**src/rtl/button_event_ctrl.sv**
```systemverilog
`default_nettype none
// =============================================================================
// button_event_ctrl : shared-tick debouncer, press/auto-repeat event generator
//                     and round-robin valid/ready event arbiter.
// Revision: 1.0
// =============================================================================

module button_event_ctrl #(
  parameter int N_BTN     = 4,
  parameter int ID_W      = 2,
  parameter int TICK_BITS = 19,
  parameter int DB_TICKS  = 3,
  parameter int REP_DLY   = 50,
  parameter int REP_PER   = 10
) (
  input  logic             clk,
  input  logic             reset,
  input  logic [N_BTN-1:0] sw,
  output logic [N_BTN-1:0] db,
  output logic             tick,
  output logic             evt_valid,
  output logic [ID_W-1:0]  evt_id,
  output logic             evt_rep,
  input  logic             evt_ready
);

  localparam int c_DB_W    = $clog2(DB_TICKS + 1);
  localparam int c_REP_MAX = (REP_DLY > REP_PER) ? REP_DLY : REP_PER;
  localparam int c_REP_W   = $clog2(c_REP_MAX + 1);

  typedef enum logic [0:0] {S_IDLE = 1'b0, S_OFFER = 1'b1} state_t;

  logic [TICK_BITS-1:0] r_tick_cnt;
  logic [N_BTN-1:0]     r_sync1;
  logic [N_BTN-1:0]     r_sync2;
  logic [N_BTN-1:0]     r_db;
  logic [N_BTN-1:0]     r_pend;
  logic [N_BTN-1:0]     r_pend_rep;
  logic [N_BTN-1:0]     w_db_flip;
  logic [N_BTN-1:0]     w_press;
  logic [N_BTN-1:0]     w_rep_fire;
  logic [N_BTN-1:0]     w_gnt_oh;
  logic [N_BTN-1:0]     w_clr;
  logic                 w_hi_found;
  logic [ID_W-1:0]      w_hi_id;
  logic [ID_W-1:0]      w_lo_id;
  logic [ID_W-1:0]      w_gnt_id;
  logic                 w_gnt_rep;
  state_t               r_state;
  logic                 r_evt_valid;
  logic [ID_W-1:0]      r_evt_id;
  logic                 r_evt_rep;
  logic [ID_W-1:0]      r_last_grant;

  always_ff @(posedge clk or posedge reset) begin
    if (reset) begin
      r_tick_cnt <= '0;
      r_sync1    <= '0;
      r_sync2    <= '0;
    end else begin
      r_tick_cnt <= r_tick_cnt + TICK_BITS'(1);
      r_sync1    <= sw;
      r_sync2    <= r_sync1;
    end
  end

  assign tick = &r_tick_cnt;

  for (genvar i = 0; i < N_BTN; i++) begin : g_ch
    logic [c_DB_W-1:0] r_db_cnt;
    logic              w_disagree;

    assign w_disagree   = r_sync2[i] ^ r_db[i];
    assign w_db_flip[i] = tick & w_disagree & (r_db_cnt == c_DB_W'(DB_TICKS - 1));

    // Any cycle of agreement restarts the count, so bounces never accumulate.
    always_ff @(posedge clk or posedge reset) begin
      if (reset)
        r_db_cnt <= '0;
      else if (!w_disagree || w_db_flip[i])
        r_db_cnt <= '0;
      else if (tick)
        r_db_cnt <= r_db_cnt + c_DB_W'(1);
    end

    if (REP_DLY != 0) begin : g_rep
      logic [c_REP_W-1:0] r_rep_cnt;
      logic               r_armed;
      logic               w_due;

      // r_armed selects the initial delay versus the steady repeat period.
      assign w_due = r_armed ? (r_rep_cnt == c_REP_W'(REP_PER - 1))
                             : (r_rep_cnt == c_REP_W'(REP_DLY - 1));
      assign w_rep_fire[i] = r_db[i] & tick & w_due;

      always_ff @(posedge clk or posedge reset) begin
        if (reset) begin
          r_rep_cnt <= '0;
          r_armed   <= 1'b0;
        end else if (!r_db[i]) begin
          r_rep_cnt <= '0;
          r_armed   <= 1'b0;
        end else if (tick) begin
          if (w_due) begin
            r_rep_cnt <= '0;
            r_armed   <= 1'b1;
          end else begin
            r_rep_cnt <= r_rep_cnt + c_REP_W'(1);
          end
        end
      end
    end else begin : g_no_rep
      assign w_rep_fire[i] = 1'b0;
    end

    assign w_gnt_oh[i] = r_pend[i] & (w_gnt_id == ID_W'(i));
  end

  assign w_press = w_db_flip & ~r_db;
  assign w_clr   = (r_state == S_IDLE) ? w_gnt_oh : '0;

  // A new request in the grant cycle outranks the clear; a fresh press forces rep to 0.
  always_ff @(posedge clk or posedge reset) begin
    if (reset) begin
      r_db       <= '0;
      r_pend     <= '0;
      r_pend_rep <= '0;
    end else begin
      r_db       <= r_db ^ w_db_flip;
      r_pend     <= w_press | w_rep_fire | (r_pend & ~w_clr);
      r_pend_rep <= (w_rep_fire | (r_pend_rep & ~w_clr)) & ~w_press;
    end
  end

  assign db = r_db;

  always_comb begin
    w_hi_found = 1'b0;
    w_hi_id    = '0;
    w_lo_id    = '0;
    for (int j = N_BTN - 1; j >= 0; j--) begin
      if (r_pend[j]) begin
        w_lo_id = ID_W'(j);
        if (ID_W'(j) > r_last_grant) begin
          w_hi_found = 1'b1;
          w_hi_id    = ID_W'(j);
        end
      end
    end
    w_gnt_id = w_hi_found ? w_hi_id : w_lo_id;
  end

  assign w_gnt_rep = |(r_pend_rep & w_gnt_oh);

  always_ff @(posedge clk or posedge reset) begin
    if (reset) begin
      r_state      <= S_IDLE;
      r_evt_valid  <= 1'b0;
      r_evt_id     <= '0;
      r_evt_rep    <= 1'b0;
      r_last_grant <= ID_W'(N_BTN - 1);
    end else begin
      case (r_state)
        S_IDLE: begin
          if (|r_pend) begin
            r_evt_id    <= w_gnt_id;
            r_evt_rep   <= w_gnt_rep;
            r_evt_valid <= 1'b1;
            r_state     <= S_OFFER;
          end
        end
        S_OFFER: begin
          if (evt_ready) begin
            r_last_grant <= r_evt_id;
            r_evt_valid  <= 1'b0;
            r_state      <= S_IDLE;
          end
        end
        default: r_state <= S_IDLE;
      endcase
    end
  end

  assign evt_valid = r_evt_valid;
  assign evt_id    = r_evt_id;
  assign evt_rep   = r_evt_rep;

endmodule

`default_nettype wire

```
**config.mk**
```make
export PLATFORM = sky130hd
export DESIGN_NAME = button_event_ctrl
export DESIGN_NICKNAME = d
export VERILOG_FILES = /design/src/rtl/button_event_ctrl.sv
export SDC_FILE = /design/constraint.sdc
export NUM_CORES = 1
export LEC_CHECK = 0
export BUFFER_PORTS_ARGS = -buffer_cell sky130_fd_sc_hd__buf_2
export CAP_MARGIN = 25
export CORE_MARGIN = 4
export CORE_UTILIZATION = 35
export CTS_BUF_LIST = sky130_fd_sc_hd__clkbuf_16
export CTS_CLUSTER_SIZE = 40
export DETAILED_ROUTE_END_ITERATION = 10
export PLACE_DENSITY = 0.52
export SLEW_MARGIN = 30
export SYNTH_ARGS = -nofsm -noshare
export SYNTH_HDL_FRONTEND = slang
export SYNTH_SLANG_ARGS = --single-unit
```
**constraint.sdc**
```tcl
create_clock -name clk -period 2.4 [get_ports clk]
set_input_delay 0 -clock clk [delete_from_list [all_inputs] [get_ports clk]]
set_output_delay 0 -clock clk [all_outputs]
set_load 0.01 [all_outputs]
```
==> results.md <==
- Status: complete, no violations
- Via count: 2933
- Iter 0 DRT Violations: 136
- Initial antenna violation count: 0
- CP max FO: 22
- Post-route setup TNS: 0 ns
- CTS Root Cell: clkbuf_16
- Final cell count without fillers: 568
- Routed Antenna Nets: 0
- Peak VDD IR: 0.4391 mV
- Register Area: 0.002054 mm^2
- CTS Buf Count: 9
- Leakage Power: 2.000 nW
- HP Class: in -> reg
- MaxCap Viol Count: 0
- First-pass GRT wire length: 14300 um
- CTS tree: yes
- GRT Overall Usage: 13.38%
- Period utilization: 90.50%
- Nets@finish: 445
- Worst-Margin Slew: 0.5267 ns
- Finished Core Util: 41.01%
- Area taken by multi-input logic gates: 0.001864 mm^2
- Final Max Tran Viols: 0
- Number of enable flip-flop cells after synthesis: 0
- Clk sink count: 82
- Tmin final: 2.172 ns
- Area contributors post-synth: dfrtp_1 (49%), ha_1 (5.2%), nand2_1 (3.7%), xnor2_1 (3.6%), a21oi_1 (3.3%)
- Routed len/inst: 13.93 um
- Worst-path clk slew: 0.06 ns
- Initial core utilization: 35.77%
- CP Capture Type: primary output
- Sequential fraction of the synthesis area: 50.31%
- Syn avg cell area: 10.29 um^2
- Synth Cell Area: 0.004084 mm^2
- Fillers: 1122
- Final clock skew: 0.005699 ns
- Cell Count Post-Placement: 548
- Vias in the first global route: 2968
- Core Rows: 39
- Main flop type after synthesis: dfrtp_1
- Unrepaired setup endpoints after global routing: no
- N_diodes: 0
- Post-route cell area: 0.004683 mm^2
- Final hold vios: 0
- Worst slew margin: 64.65%
- Yosys top cell area share: 49.02%
- Die X: 116.0 um
- Largest net degree at the start of global routing: 83
- Ys async rst share: 100.0%
- F_max: 0.4604 GHz
- 1st-pass router iterations: 4
- Via density per instance: 5.164
- Post-DP Area: 0.004325 mm^2
- Die Area: 0.01346 mm^2
- Core Region: 0.01142 mm^2
- I/O Buffers: 15
- Remaining Overflow, GRT: 0
- DP HPWL: 5258 um
- Flops & latches, synth: 82
- Area grow syn2layout: 14.68%
- Dpl ws: 0.2190 ns
- Min Hold Slack: 0.01501 ns
- Setup Fix Bufs, Post-CTS: 0
- Worst skew pair latency: 0.34 ns
- H-tree lvl count: 3
- # DRC: 0
- Biggest area consumer among synthesized cells: dfrtp_1
- Share of post-route cells with drive strength above 1: 12.94%
- Worst Path Arrival: 2.17 ns
- Gpl congestion: 0.7572
- Total power: 2.885 mW
- Post-Syn Nets: 421
- PnR worst setup slack: 0.2280 ns
- Startpoint types: flop
- Chip height: 116.0 um
- Crit Path Class: reg -> out
- Syn Inst Count: 397
- Pwr dens: 616.0 mW/mm^2
- Final setup fails: 0
- Routed WL: 7914 um
- Clk buf depth: 2
- Netlist cell types: 55
- I/O Pins: 16
- Crit path required time: 2.40 ns
- Synth Warn #: 0
-- cell type report --
type	count	share of cell area, %
flip-flops and latches	82	43.87
repair buffers	24	3.580
well taps	143	3.820
clock inverters	6	1.763
multi-input cells	275	39.81
clock buffers	9	4.809
inverters	29	2.351
-- state kept, by name, indices dropped and copies added (netlist names), 4 cells and up --
signal and cells:
r_sync2 4, g_ch.g_rep.r_rep_cnt 24, g_ch.g_rep.r_armed 4, r_pend 4, g_ch.r_db_cnt 8, db 4, r_tick_cnt 19, r_sync1 4
r_pend_rep 4
-- worst paths after layout --
check	from	endpoint	slack, ns	depth (start not counted)
setup / recovery	r_tick_cnt[0]	tick	0.23	6
hold / removal	evt_ready	evt_valid	0.02	3
setup reg to reg	r_tick_cnt[0]	g_ch[2].g_rep.r_rep_cnt[2]	0.24	7
hold reg to reg	r_sync1[0]	r_sync2[0]	0.35	0
max in group asynchronous	reset	r_last_grant[1]	1.73	4
min in group asynchronous	reset	r_sync2[0]	0.30	4
-- kinds of logic (layout without fill, tap and decap cells) --
group | after synthesis | count (layout) | share of synthesized area, %
multiplexers | 4 | 4 | 1.072
adder cells (fa/ha/maj) | 17 | 17 | 5.208
AND/OR/NAND/NOR | 148 | 148 | 21.32
AO/OA/AOI/OAI | 85 | 85 | 13.54
XOR/XNOR | 21 | 21 | 4.504
flip-flops | 82 | 82 | 50.31
buffers and inverters | 40 | 68 | 4.044
-- cell usage after synthesis, drive strengths merged (4+ instances only) --
| master | n |
|---|---|
| dfrtp | 80 |
| nor4bb | 4 |
| or4bb | 4 |
| or3 | 16 |
| o21ai | 14 |
| a21oi | 32 |
| o211ai | 7 |
| nor2 | 18 |
| o21a | 5 |
| nand4 | 12 |
| nand3 | 23 |
| and3 | 4 |
| o31ai | 6 |
| xnor2 | 17 |
| nand2b | 4 |
| nor2b | 8 |
| nand2 | 40 |
| xor2 | 4 |
| inv | 26 |
| clkbuf | 8 |
| ha | 17 |
-- layer usage --
| metal | vias to the layer above | part of all wire (%) | track usage, % |
|---|---|---|---|
| met2 | 34 | 47 | 21.21 |
| li1 | 1472 | - | - |
| met5 | - | 0 | 0 |
| met4 | 0 | 1.3 | 3.480 |
| met1 | 1419 | 48 | 17.77 |
| met3 | 8 | 3.6 | 4.334 |
-- placed cells by master, fill, tap and decap left out, drive strengths merged, types with 3 or more instances in the layout --
cell type,synthesis,final
nor2,18,18
nor4bb,4,4
o21ai,14,14
clkbuf,8,9
o211ai,7,7
nand2,40,40
nand4,12,12
dfrtp,80,80
dlygate4sd3,0,5
buf,3,19
clkinv,3,7
inv,26,25
xnor2,17,17
a21oi,32,32
nor3b,3,3
xor2,4,4
a32oi,3,3
o21a,5,5
ha,17,17
nand2b,4,4
mux2,3,3
a31oi,3,3
nand3,23,23
o31ai,6,6
nor2b,8,8
and3,4,4
or3,16,16
or4bb,4,4
-- where the power goes --
part	switching (mW)	internal, mW
registers	0.00239	1.39
clock network	0.546	0.899
logic	0.0333	0.0145
total	0.582	2.30
-- repair_timing --
action                                 in CTS  in global routing
gates resized for setup                     0                  0
endpoints found under the hold margin      84                  0
setup endpoints to repair                   0                  1
hold buffers                                5                  0
-- critical path, stage by stage (launching register included) --
cell and delay (ns):
dfrtp_1 0.39, ha_1 0.26, nand4_2 0.16, nor2_4 0.27, nand4_4 0.31, clkinv_1 0.26
buf_2 0.17
(Power assumes the default switching activity.)
